--- src/rtl/state_seq_monitor.sv ---
// Receive-side checker for the 3-bit state_convert ring: classifies each change of
// data_in, decodes ring direction, flags illegal steps and stalls, counts legal steps.
module state_seq_monitor #(
  parameter logic [23:0] TIMEOUT = 24'd12500000,
  parameter int          CNT_W   = 8
) (
  input  logic             clk,
  input  logic             CR,
  input  logic [2:0]       data_in,
  output logic             step,
  output logic             mode,
  output logic             mode_valid,
  output logic             mode_flip,
  output logic             illegal,
  output logic             err_sticky,
  output logic [CNT_W-1:0] step_cnt,
  output logic             stalled
);

  typedef enum logic [2:0] {
    C_NONE, C_ONE, C_ZERO, C_BOTH, C_RESYNC, C_ILL
  } cls_e;

  logic [2:0]  prev;
  logic [23:0] idle_cnt;
  cls_e        cls;

  // Transition class of the word sampled at this edge relative to the last one
  always_comb begin
    cls = C_NONE;
    if (data_in != prev) begin
      if (data_in == 3'b111) cls = C_RESYNC;
      else begin
        case ({prev, data_in})
          6'b001_011, 6'b010_110, 6'b011_010,
          6'b100_101, 6'b101_001, 6'b110_100: cls = C_ONE;
          6'b001_101, 6'b010_011, 6'b011_001,
          6'b100_110, 6'b101_100, 6'b110_010: cls = C_ZERO;
          6'b000_110, 6'b111_000:             cls = C_BOTH;
          default:                            cls = C_ILL;
        endcase
      end
    end
  end

  always_ff @(posedge clk) begin
    if (CR) begin
      prev       <= 3'b111;
      idle_cnt   <= '0;
      step       <= 1'b0;
      illegal    <= 1'b0;
      mode_flip  <= 1'b0;
      mode       <= 1'b0;
      mode_valid <= 1'b0;
      err_sticky <= 1'b0;
      step_cnt   <= '0;
    end else begin
      prev      <= data_in;
      step      <= 1'b0;
      illegal   <= 1'b0;
      mode_flip <= 1'b0;
      case (cls)
        C_NONE: begin
          if (idle_cnt != TIMEOUT) idle_cnt <= idle_cnt + 24'd1;
        end
        C_ONE, C_ZERO: begin
          step       <= 1'b1;
          step_cnt   <= step_cnt + 1'b1;
          idle_cnt   <= '0;
          if (mode_valid && (mode != (cls == C_ONE))) mode_flip <= 1'b1;
          mode       <= (cls == C_ONE);
          mode_valid <= 1'b1;
        end
        C_BOTH: begin
          step     <= 1'b1;
          step_cnt <= step_cnt + 1'b1;
          idle_cnt <= '0;
        end
        C_RESYNC: begin
          mode_valid <= 1'b0;
          idle_cnt   <= '0;
        end
        default: begin
          illegal    <= 1'b1;
          err_sticky <= 1'b1;
          mode_valid <= 1'b0;
          idle_cnt   <= '0;
        end
      endcase
    end
  end

  assign stalled = (idle_cnt == TIMEOUT);

endmodule
--- config.mk ---
export PLATFORM = sky130hd
export DESIGN_NAME = state_seq_monitor
export DESIGN_NICKNAME = d
export VERILOG_FILES = /design/src/rtl/state_seq_monitor.sv
export SDC_FILE = /design/constraint.sdc
export NUM_CORES = 1
export LEC_CHECK = 0
export CORE_ASPECT_RATIO = 1.2
export CORE_MARGIN = 3
export CORE_UTILIZATION = 57
export DETAILED_ROUTE_END_ITERATION = 8
export MAX_ROUTING_LAYER = met4
export PLACE_DENSITY = 0.81
export SLEW_MARGIN = 20
export SYNTH_ARGS = -nofsm -noshare
export SYNTH_HDL_FRONTEND = slang
export SYNTH_SLANG_ARGS = --single-unit
--- constraint.sdc ---
create_clock -name clk -period 3.2 [get_ports clk]
set_clock_uncertainty 0.15 [all_clocks]
set_input_delay 0.64 -clock clk [delete_from_list [all_inputs] [get_ports clk]]
set_output_delay 0.64 -clock clk [all_outputs]
set_load 0.005 [all_outputs]
==> summary.md <==
| Metric | Value |
|---|---|
| Vias in the first global route | `between 1500 and 2000` |
| Core area | `3660 µm²` |
| Synth unique cells | `43` |
| Starting Density | `60.1%` |
| Worst-Margin Slew | `0.709 ns` |
| Die Span X | `~63 µm` |
| CTS root buf | `clkbuf_8` |
| Worst path required time | `2.41 ns` |
| Arrival time of the worst setup path | `2.26 ns` |
| WS Path Type | `reg2out` |
| Wirelength per Cell | `approximately 13 µm` |
| Initial drt markers | `85` |
| Routability-driven placement congestion ratio | `around 0.84` |
| Min cycle time layout | `slightly above 3 ns` |
| Grt ovf | `0` |
| Die area | `between 4000 and 5000 µm²` |
| CTS Buf Count | `5` |
| Asr flop ratio synth | `0%` |
| Via count | `1916` |
| Hold buffer count at CTS | `0` |
| Layout cells sized above 1 | `around an eighth` |
| Post-CTS setup buffers | `0` |
| Post_cts resized | `0` |
| Part of the Yosys area used for sequential elements | `between 30 and 40%` |
| Clock Latency Late Sink | `just under 0.3 ns` |
| Worst hold path type | `reg2reg` |
| Synthesis Warnings | `0` |
| # IOs | `20` |
| Ant. Diodes | `0` |
| RSZ-0062 raised after global routing | `no` |
| Fmax | `approximately 330 MHz` |
| Antenna-violating nets left | `0` |
| CP max stage cell | `or4b_2` |
| Crit path cell chain | `inv_1 > ha_1 > or4b_2 > nor4_1 > clkdlybuf4s50_1` |
| Cell area after synthesis | `~2200 µm²` |
| Dpl hpwl | `3210 µm` |
| Peak VDD IR | `between 300 and 400 µV` |
| Crit path launch type | `flip-flop` |
| Status | `complete, no violations` |
| Fin nets | `between 200 and 300` |
| Rows | `24` |
| Fillers | `a little over 300` |
| Synth Register Bits | `41` |
| # port buffers | `19` |
| Die Height | `between 70 and 80 µm` |
| Number of max-cap violations | `0` |
| Clock Path Buffers | `2` |
| Final Max Slew Viols | `0` |
| All-layer global routing usage | `about a fifth` |
| Post-synth top flop | `dfxtp_1` |
| Number of setup violations in the final report | `0` |
| Setup_tns | `0 ns` |
| Syn-to-layout area delta | `19.3%` |
| Synth Instances | `255` |
| TritonCTS clock tree | `done` |
| Max_slew headroom | `a little over half` |
| Largest net degree at the start of global routing | `25` |
| Syn_area_per_cell | `8.63 µm²` |
| Largest stage delay on the critical path | `between 0.6 and 0.7 ns` |
| Power Dens Cells | `roughly 420 nW/µm²` |
| CTS HTree Levels | `2` |
| Leakage power | `approximately 0.94 nW` |
| First-pass GRT wire length | `around 7500 µm` |
| Crit end category | `primary output` |
| Area of the multi-input gates | `~1300 µm²` |
| Storage cell area | `821 µm²` |
| Clk pin slew, worst setup/hold paths | `~0.080 ns` |
| Final design utilization | `71.7%` |
| Final Hold Viols | `0` |
| Post-route clock period utilization | `roughly 95%` |
| Post-synth EDFFs | `0` |
| Crit path max fanout | `4` |
| DRC | `0` |
| Via density | `5.69` |
| Total design power | `1.10 mW` |
| Initial antenna violation count | `0` |
| Clock sink total | `41` |
| Total Routed Length | `about 4300 µm` |
| TritonRoute pass-1 iters | `5` |
| Syn nets | `267` |
==> per-stage QoR <==
stage	hold slack [ns]	setup WS (ns)	cell area [µm²]	std cells
global placement	0.324	0.0304	2510	329
finish	0.333	0.154	2630	337
global route	0.368	0.0262	2630	337
CTS	0.337	0.149	2630	337
floorplan	0.310	0.530	2200	255
detailed placement	0.317	-0.0759	2510	329
==> cells in the final DEF (no fill, tap or decap), types with 7 or more instances in the layout <==
cell type / synthesis / final
nand2_1: 17 / 17
dfxtp_1: 41 / 41
clkdlybuf4s50_1: 0 / 19
buf_4: 0 / 14
nor2_1: 30 / 30
xnor2_1: 10 / 10
mux2i_1: 11 / 11
nand4_1: 11 / 11
inv_1: 11 / 11
ha_1: 7 / 7
o21ai_0: 7 / 7
xor2_1: 13 / 13
a21oi_1: 15 / 15
nand3_1: 10 / 10
==> area by class of cell <==
cell class                 count  share of cell area (%)
inverter                      12                    1.72
timing repair buffer          33                    11.2
sequential                    41                    31.3
tap                           52                    2.48
clock buffer                   7                    3.29
clock inverter                 1                    1.14
multi-input combinational    191                    48.9
==> logic make-up (layout without fill, tap and decap cells) <==
logic type / count (synthesis) / in the layout / synth area share, %
adders and majority gates: 7 / 7 / 3.98
AOI/OAI and AO/OA: 39 / 39 / 11.3
muxes: 16 / 16 / 8.58
xor gates and xnor gates: 23 / 23 / 9.15
buffers and inverters: 23 / 53 / 4.43
and+or+nand+nor: 106 / 106 / 25.2
DFF: 41 / 41 / 37.3
==> layer usage <==
layer / share of wire (%) / up-vias / global-route usage [%]
met1: 47 / 896 / 24.0
met5: 0 / - / -
met3: 4.4 / 7 / 4.68
met2: 47 / 42 / 35.3
met4: 1.1 / 0 / 6.86
li1: - / 971 / -
==> synth_stat cells, types with 4 or more instances <==
master / number / area (µm²)
a21oi_1: 15 / 75.1
clkbuf_1: 7 / 26.3
dfxtp_1: 41 / 821
nor2_1: 30 / 113
inv_1: 11 / 41.3
mux2i_1: 11 / 110
nor4_1: 6 / 37.5
nand3_1: 10 / 50.1
or3_1: 5 / 31.3
o31ai_1: 4 / 30.0
nand4_1: 11 / 68.8
xor2_1: 13 / 114
xnor2_1: 10 / 87.6
ha_1: 7 / 87.6
o21ai_0: 7 / 35.0
nor3_1: 6 / 30.0
nand2_1: 17 / 63.8
==> worst paths after layout <==
| path | from | endpoint | slack (ns) | cells past startpoint |
|---|---|---|---|---|
| max | idle_cnt[0] | stalled | 0.15 | 5 |
| min | err_sticky | err_sticky | 0.33 | 2 |
| max reg2reg | prev[0] | step_cnt[4] | 0.77 | 5 |
| min reg2reg | err_sticky | err_sticky | 0.33 | 2 |
==> worst max-delay path: cells and delay by family (launching register included) <==
kind | cells | cell delay [ns]
fa+ha+maj | 1 | 0.15
buf+inv | 2 | 0.63
flops | 1 | 0.34
simple gates | 2 | 0.85
==> flip-flops by register name (all words and copies together), names as in the netlist <==
| name | count |
|---|---|
| idle_cnt | 24 |
| prev | 3 |
| step_cnt | 8 |
| step | 1 |
| illegal | 1 |
| mode | 1 |
| err_sticky | 1 |
| mode_valid | 1 |
| mode_flip | 1 |
==> where the power goes <==
group | leakage, nW | internal [mW] | switching [mW]
Combinational | 0.547 | 0.0669 | 0.0646
Sequential | 0.332 | 0.521 | 0.0128
Clock | 0.0585 | 0.254 | 0.176
(Power assumes the default switching activity.)
